<file path="src/rtl/hamming_secded_dec.sv">
// Two-stage streaming SECDED Hamming decoder with valid/ready on both sides
// and saturating single/double error event counters.
module hamming_secded_dec #(
  parameter int unsigned DW   = 512,
  parameter int unsigned CNTW = 16,
  localparam int unsigned P   = $clog2(DW + $clog2(DW + 1) + 1),
  localparam int unsigned CW  = DW + P + 1
) (
  input  logic            clk,
  input  logic            reset_n,
  input  logic            i_valid,
  output logic            o_ready,
  input  logic [CW-1:0]   i_cw,
  output logic            o_valid,
  input  logic            i_ready,
  output logic [DW-1:0]   o_data,
  output logic            o_sec,
  output logic            o_ded,
  input  logic            i_clr_cnt,
  output logic [CNTW-1:0] o_sec_cnt,
  output logic [CNTW-1:0] o_ded_cnt
);

  localparam logic [CNTW-1:0] CNT_MAX = '1;

  // Codeword position of data bit j: the j-th non-power-of-two index above 0.
  function automatic int unsigned data_pos(input int unsigned j);
    int unsigned cnt;
    int unsigned pos;
    cnt = 0;
    pos = 0;
    for (int unsigned i = 1; i < CW; i++) begin
      if ((i & (i - 1)) != 0) begin
        if (cnt == j) pos = i;
        cnt++;
      end
    end
    return pos;
  endfunction

  logic          en;
  logic [P-1:0]  syn_c;
  logic          par_c;
  logic [DW-1:0] in_data_c;

  logic          s1_valid;
  logic [DW-1:0] s1_data;
  logic [P-1:0]  s1_syn;
  logic          s1_par;

  logic          syn_nz_c;
  logic          syn_ok_c;
  logic          fix_c;
  logic          sec_c;
  logic          ded_c;
  logic [DW-1:0] data_c;

  assign en      = ~o_valid | i_ready;
  assign o_ready = en;

  // Syndrome bit k is the parity of every position whose index has bit k set.
  for (genvar k = 0; k < P; k++) begin : g_syn
    logic [CW-1:0] sel;
    for (genvar i = 0; i < CW; i++) begin : g_bit
      localparam bit HIT = (i != 0) && (((i >> k) & 1) == 1);
      assign sel[i] = HIT ? i_cw[i] : 1'b0;
    end
    assign syn_c[k] = ^sel;
  end

  assign par_c = ^i_cw;

  // Only the data field travels forward; check bits are fully summarised by syn/par.
  for (genvar j = 0; j < DW; j++) begin : g_in_data
    localparam int unsigned POS = data_pos(j);
    assign in_data_c[j] = i_cw[POS];
  end

  always_ff @(posedge clk or negedge reset_n) begin
    if (!reset_n) begin
      s1_valid <= 1'b0;
      s1_data  <= '0;
      s1_syn   <= '0;
      s1_par   <= 1'b0;
    end else if (en) begin
      s1_valid <= i_valid;
      if (i_valid) begin
        s1_data <= in_data_c;
        s1_syn  <= syn_c;
        s1_par  <= par_c;
      end
    end
  end

  // Error classification from the registered syndrome and overall parity.
  always_comb begin
    syn_nz_c = (s1_syn != '0);
    syn_ok_c = (32'(s1_syn) < CW);
    fix_c    = s1_par & syn_nz_c & syn_ok_c;
    sec_c    = s1_par & (~syn_nz_c | syn_ok_c);
    ded_c    = (s1_par & ~syn_ok_c) | (~s1_par & syn_nz_c);
  end

  // A correctable syndrome pointing at a data position flips that data bit.
  for (genvar j = 0; j < DW; j++) begin : g_fix
    localparam int unsigned POS = data_pos(j);
    assign data_c[j] = s1_data[j] ^ (fix_c & (s1_syn == P'(POS)));
  end

  always_ff @(posedge clk or negedge reset_n) begin
    if (!reset_n) begin
      o_valid <= 1'b0;
      o_data  <= '0;
      o_sec   <= 1'b0;
      o_ded   <= 1'b0;
    end else if (en) begin
      o_valid <= s1_valid;
      o_data  <= data_c;
      o_sec   <= s1_valid & sec_c;
      o_ded   <= s1_valid & ded_c;
    end
  end

  // Event counters count accepted beats; clear wins over increment.
  always_ff @(posedge clk or negedge reset_n) begin
    if (!reset_n) begin
      o_sec_cnt <= '0;
      o_ded_cnt <= '0;
    end else if (i_clr_cnt) begin
      o_sec_cnt <= '0;
      o_ded_cnt <= '0;
    end else begin
      if (o_valid && i_ready && o_sec && (o_sec_cnt != CNT_MAX))
        o_sec_cnt <= o_sec_cnt + CNTW'(1);
      if (o_valid && i_ready && o_ded && (o_ded_cnt != CNT_MAX))
        o_ded_cnt <= o_ded_cnt + CNTW'(1);
    end
  end

endmodule

</file>
<file path="config.mk">
export PLATFORM = sky130hd
export DESIGN_NAME = hamming_secded_dec
export DESIGN_NICKNAME = d
export VERILOG_FILES = /design/src/rtl/hamming_secded_dec.sv
export SDC_FILE = /design/constraint.sdc
export NUM_CORES = 2
export LEC_CHECK = 0
export BUFFER_PORTS_ARGS = -buffer_cell sky130_fd_sc_hd__buf_2
export CAP_MARGIN = 20
export CORE_AREA = 2 2 418 420
export CTS_BUF_LIST = sky130_fd_sc_hd__clkbuf_8
export DETAILED_ROUTE_END_ITERATION = 7
export DIE_AREA = 0 0 420 422
export PLACE_DENSITY = 0.6
export RECOVER_POWER = 25
export SLEW_MARGIN = 20
export SYNTH_ARGS = -nofsm -noshare
export SYNTH_HDL_FRONTEND = slang
export SYNTH_SLANG_ARGS = --single-unit
</file>
<file path="constraint.sdc">
create_clock -name clk -period 2.7 [get_ports clk]
set_input_delay 0.27 -clock clk [delete_from_list [all_inputs] [get_ports clk]]
set_output_delay 0.27 -clock clk [all_outputs]
set_load 0.05 [all_outputs]
</file>
# Word-level counts from Yosys, hierarchy flattened
# Cells that the tools add are included.
dict set report totals {
  regBits 1071
  rom_bits 0
  latchBits 0
  ramBits 0
  mem_count 0
  elab_cells 1589
  out_inout_bits 548
}
dict set report classes {
  muxes 4
  order_cmp 1
  bitwise 1038
  n_shift 0
  eq_ne 514
  addsub 2
  reduce_logical 20
  multipliers 0
  n_div 0
}
# cell count
set op_table {}
lappend op_table {{$reduce_xor A523 Y1} 11}
lappend op_table {{$eq A10 B9 Y1 const B} 255}
lappend op_table {{$eq A10 B8 Y1 const B} 127}
lappend op_table {{$eq A10 B7 Y1 const B} 63}
lappend op_table {{$and A1 B1 Y1} 519}
lappend op_table {{$xor A1 B1 Y1} 512}
lappend op_table {{$eq A10 B6 Y1 const B} 31}
lappend op_table {{$eq A10 B5 Y1 const B} 15}
lappend op_table {{$eq A10 B10 Y1 const B} 10}
lappend op_table {{$eq A10 B4 Y1 const B} 7}
lappend op_table {{$mux W16} 4}
lappend op_table {{$add A16 B1 Y16 const B} 2}
lappend op_table {{$ne A16 B16 Y1 const B} 2}
lappend op_table {{$eq A10 B3 Y1 const B} 3}
lappend op_table {{$eq A10 B2 Y1 const B} 1}
lappend op_table {{$lt A10 B10 Y1 const B} 1}
lappend op_table {{$reduce_bool A10 Y1} 1}
lappend op_table {{$logic_and A1 B1 Y1} 5}
lappend op_table {{$not A1 Y1} 4}
lappend op_table {{$reduce_bool A2 Y1} 2}
lappend op_table {{$or A1 B1 Y1} 3}
lappend op_table {{$reduce_and A2 Y1} 1}

# Logic depth before layout (Yosys ltp)
dict set report depth {
  word_depth 5
  mapped_depth 10
  mapped_depth_nobuf 9
}

# Least setup slack after synthesis
# OpenSTA, ideal clock, no wires.
dict set report synth_timing {
  path_kind {input to register}
  start {input port i_cw[511]}
  end {register s1_par}
  setup_time_ns 0.125
  path_stages 9
  setup_slack_ns -0.741
  arrival_time_ns 3.317
  path_cell_list {xor2_2 xnor2_2 xnor3_2 xnor3_2 xnor3_1 xnor3_2 xnor3_1 xor3_1 mux2_2}
}
dict set report synth_between {
  elab_chain_len 1
}
# element line_no
set synth_lines {}
lappend synth_lines {{start: declaration} 13} ;# input logic [CW-1:0] i_cw,
lappend synth_lines {{$reduce_xor A523 Y1} 71} ;# assign par_c = ^i_cw;
lappend synth_lines {{end signal: assignment} 90} ;# s1_par <= par_c;
lappend synth_lines {{end: declaration} 49} ;# logic s1_par;
# Every way passes these cells.
# A chain may end at the register's enable or synchronous reset.

# Worst setup path after layout
# Ends and elaborated chain as after synthesis.

==> flow_summary.toml <==
[floorplan]
ioPinCount = 1076
rows = 153
die_y_um = 422
start_util = 0.319
dieWidth_um = 420
coreArea_um2 = 173000
dieArea_um2 = 177000

[route]
vias_per_cell = 4.74
top_layer_used = "met5"
route.met2.wl_um = 128000
wl_met1_um = 106000
wl_met3_um = 14100
vias = 47822
wl_per_cell_um = 26.4
postRouteAntennaNets = 0
dr.pass1.iters = 7
wirelength_um = 266000
route.detailed.drc = 0
drtIter0Drc = 3362

[synthesis]
synth_warnings = 0
netlist_area_um2 = 55100
synth_cell_types = 36
ys_ff_latch = 1071
syn-num-nets = 5701
ys_seq_area_frac = 0.486
syn_area_per_cell_um2 = 10.7
syn_inst = 5171

[sta]
setup_viol = 1
finalHoldViolations = 0
layout_setup_ws_ps = -59.8
skew_ps = 68.1
slew_headroom = -0.141
rsz0062_at_grt = "yes"
tightest_slew_ps = 1710
fin_crit_ps = 2760
layout_worst_path_cycle_share = 1.02
fmax_mhz = 362
slew_viol_final = 130

[run_status]
outcome = "finished, violations left"
violations = "capacitance limit, slew limit, setup timing"

[global_route]
antenna_found_initial = 24
overflow = 0
grt_max_degree = 220
grt_first_pass_wirelength_um = 368000
track_usage = 0.295
grt_pass1_vias = 49289

[critical_path]
crit_fanout = 3
r2r_start = "s1_syn[1]$_DFFE_PN0P_"
critPathLaunchType = "input pin"
arrival_ps = 3630
crit_path_end_kind = "flip-flop"
crit_type = "in2reg"
reg2reg_setup_slack_ps = 150
required_ps = 3570
rr_worst_depth = 9
reg2reg_to = "o_data[231]$_DFFE_PN0N_"

[worst_hold_path]
holdCritPathClass = "in2reg"
hold_path_depth = 3
hold_start = "i_cw[416]"
holdPathEnd = "s1_data[406]$_DFFE_PN0P_"

[clock_network]
path_clk_slew_ps = 60
cts_root_buf = "clkbuf_8"
cts.sinks = 1071
numCtsBuffers = 197
clk_latency_ps = 1020
h-tree-depth = 4
cts_tree = "done"
ctsLongestPathBuffers = 3

[layout]
seq_area_um2 = 26800
syn2layout_area_growth_pct = 43.4
utilization = 0.457
fin_cells = 10079
mostFrequentLayoutCells = "buf_2, dfrtp_1, xnor2_1"
final_common_cell = "buf_2"
multi_input_area_um2 = 27600
fin_nets = 8115
drive_gt1_frac = 0.358
fill_cells = 16367

[flow_run]
drv_cap = 5

[power]
cellPowerDensity_nw_per_um2 = 967
ir_drop_uv = 773
power_leakage_nw = 34.0

[place]
dp_hpwl_um = 204000
dp.cells = 9160
io_buffers = 1075
gp_congestion = 0.964
==> power breakdown <==
group	internal, W	switching, W	total [W]	leakage (nW)
logic	0.0165	0.0223	0.0388	19.0
registers	0.0193	0.00235	0.0217	12.7
clock network	0.00842	0.00752	0.0159	2.32
==> worst max-delay path: stages <==
cell	delay, ps
dlygate4sd3_1	540
buf_2	160
xor2_2	190
xnor2_2	290
xnor3_2	360
xnor3_2	260
xnor3_2	470
xnor3_2	280
xnor3_1	270
xor3_1	250
mux2_2	270
==> through the flow <==
step	cell area (µm²)	TNS, ps	power [W]	hold slack [ps]	setup slack (ps)
2_1_floorplan	55200	-1170	0.0433	-25.6	-19.5
3_3_place_gp	69600	-4220	0.0598	265	-803
3_5_place_dp	69600	-4380	0.0602	270	-782
4_1_cts	79100	0	0.0770	0.539	7.09
5_1_grt	79000	-57.4	0.0796	63.4	-32.6
6_report	79000	-59.8	0.0764	96.1	-59.8
==> layout make-up <==
class | count | share of cell area
multi-input cells | 3833 | 0.349
clock buffers | 240 | 0.0418
clock inverters | 108 | 0.00815
inverters | 4 | 0.000190
repair buffers | 2478 | 0.224
well taps | 2325 | 0.0368
diodes | 20 | 0.000633
flip-flops and latches | 1071 | 0.339
==> worst max path at each step <==
stage	startpoint	slack, ps	depth (start not counted)	to
6_report	i_cw[511]	-60	11	s1_par$_DFFE_PN0P_
5_1_grt	i_cw[493]	-30	11	s1_par$_DFFE_PN0P_
4_1_cts	i_cw[77]	7	13	s1_syn[2]$_DFFE_PN0P_
3_5_place_dp	i_cw[111]	-780	12	s1_par$_DFFE_PN0P_
3_3_place_gp	i_cw[111]	-800	12	s1_par$_DFFE_PN0P_
2_1_floorplan	o_valid$_DFFE_PN0N_	-20	7	s1_data[448]$_DFFE_PN0P_
==> cell families after synthesis <==
group,count (synthesis),share of synthesized area
compound gates,535,0.0488
simple gates,1230,0.0870
fa+ha+maj,2,0.000454
flops,1071,0.486
mux,517,0.106
xor+xnor,1549,0.254
buf+inv,267,0.0182
==> flip-flops by register name, indices dropped and copies added (netlist names) <==
signal     count
s1_par         1
s1_data      512
o_data       512
s1_syn        10
o_sec_cnt     16
o_ded_cnt     16
s1_valid       1
o_valid        1
o_sec          1
o_ded          1
==> Yosys cell counts <==
library cell / number / area [µm²]
xnor2_4: 1 / 27.5
nand2b_1: 5 / 31.3
or4_1: 1 / 7.51
mux2_2: 515 / 5800
xnor3_1: 18 / 405
a21boi_0: 1 / 7.51
xnor3_2: 4 / 95.1
xnor2_2: 2 / 32.5
nand3_1: 25 / 125
clkbuf_1: 263 / 987
xor2_1: 462 / 4050
nand2_1: 876 / 3290
xor3_1: 5 / 119
nor4b_1: 1 / 8.76
or3_1: 6 / 37.5
nor2_1: 265 / 995
and2_0: 1 / 6.26
nand3b_1: 1 / 7.51
inv_1: 4 / 15.0
a21oi_1: 5 / 25.0
and3b_1: 1 / 8.76
xor2_2: 1 / 16.3
xnor2_1: 1056 / 9250
o2111a_1: 1 / 11.3
o21ai_0: 522 / 2610
o31ai_1: 2 / 15.0
mux2i_1: 2 / 20.0
nor2b_1: 8 / 50.1
dfrtp_1: 1071 / 26800
nand4_1: 13 / 81.3
nor3_1: 14 / 70.1
o21ai_1: 4 / 20.0
and3_1: 8 / 50.1
ha_1: 2 / 25.0
and2_1: 3 / 18.8
nor4_1: 2 / 12.5
==> layer usage <==
metal / vias up / track usage
met1: 23703 / 0.357
met5: - / 0
met2: 1853 / 0.491
met3: 671 / 0.0509
li1: 21593 / -
met4: 2 / 0.172
==> repair_timing <==
action                      CTS  global route
setup endpoints to repair     2             8
hold buffers                549             0
hold endpoints to repair   1640             0
buffers inserted              0             2
pin swaps                     0             3
gates resized for setup       1            17
Power figures use the tool's default switching activity.
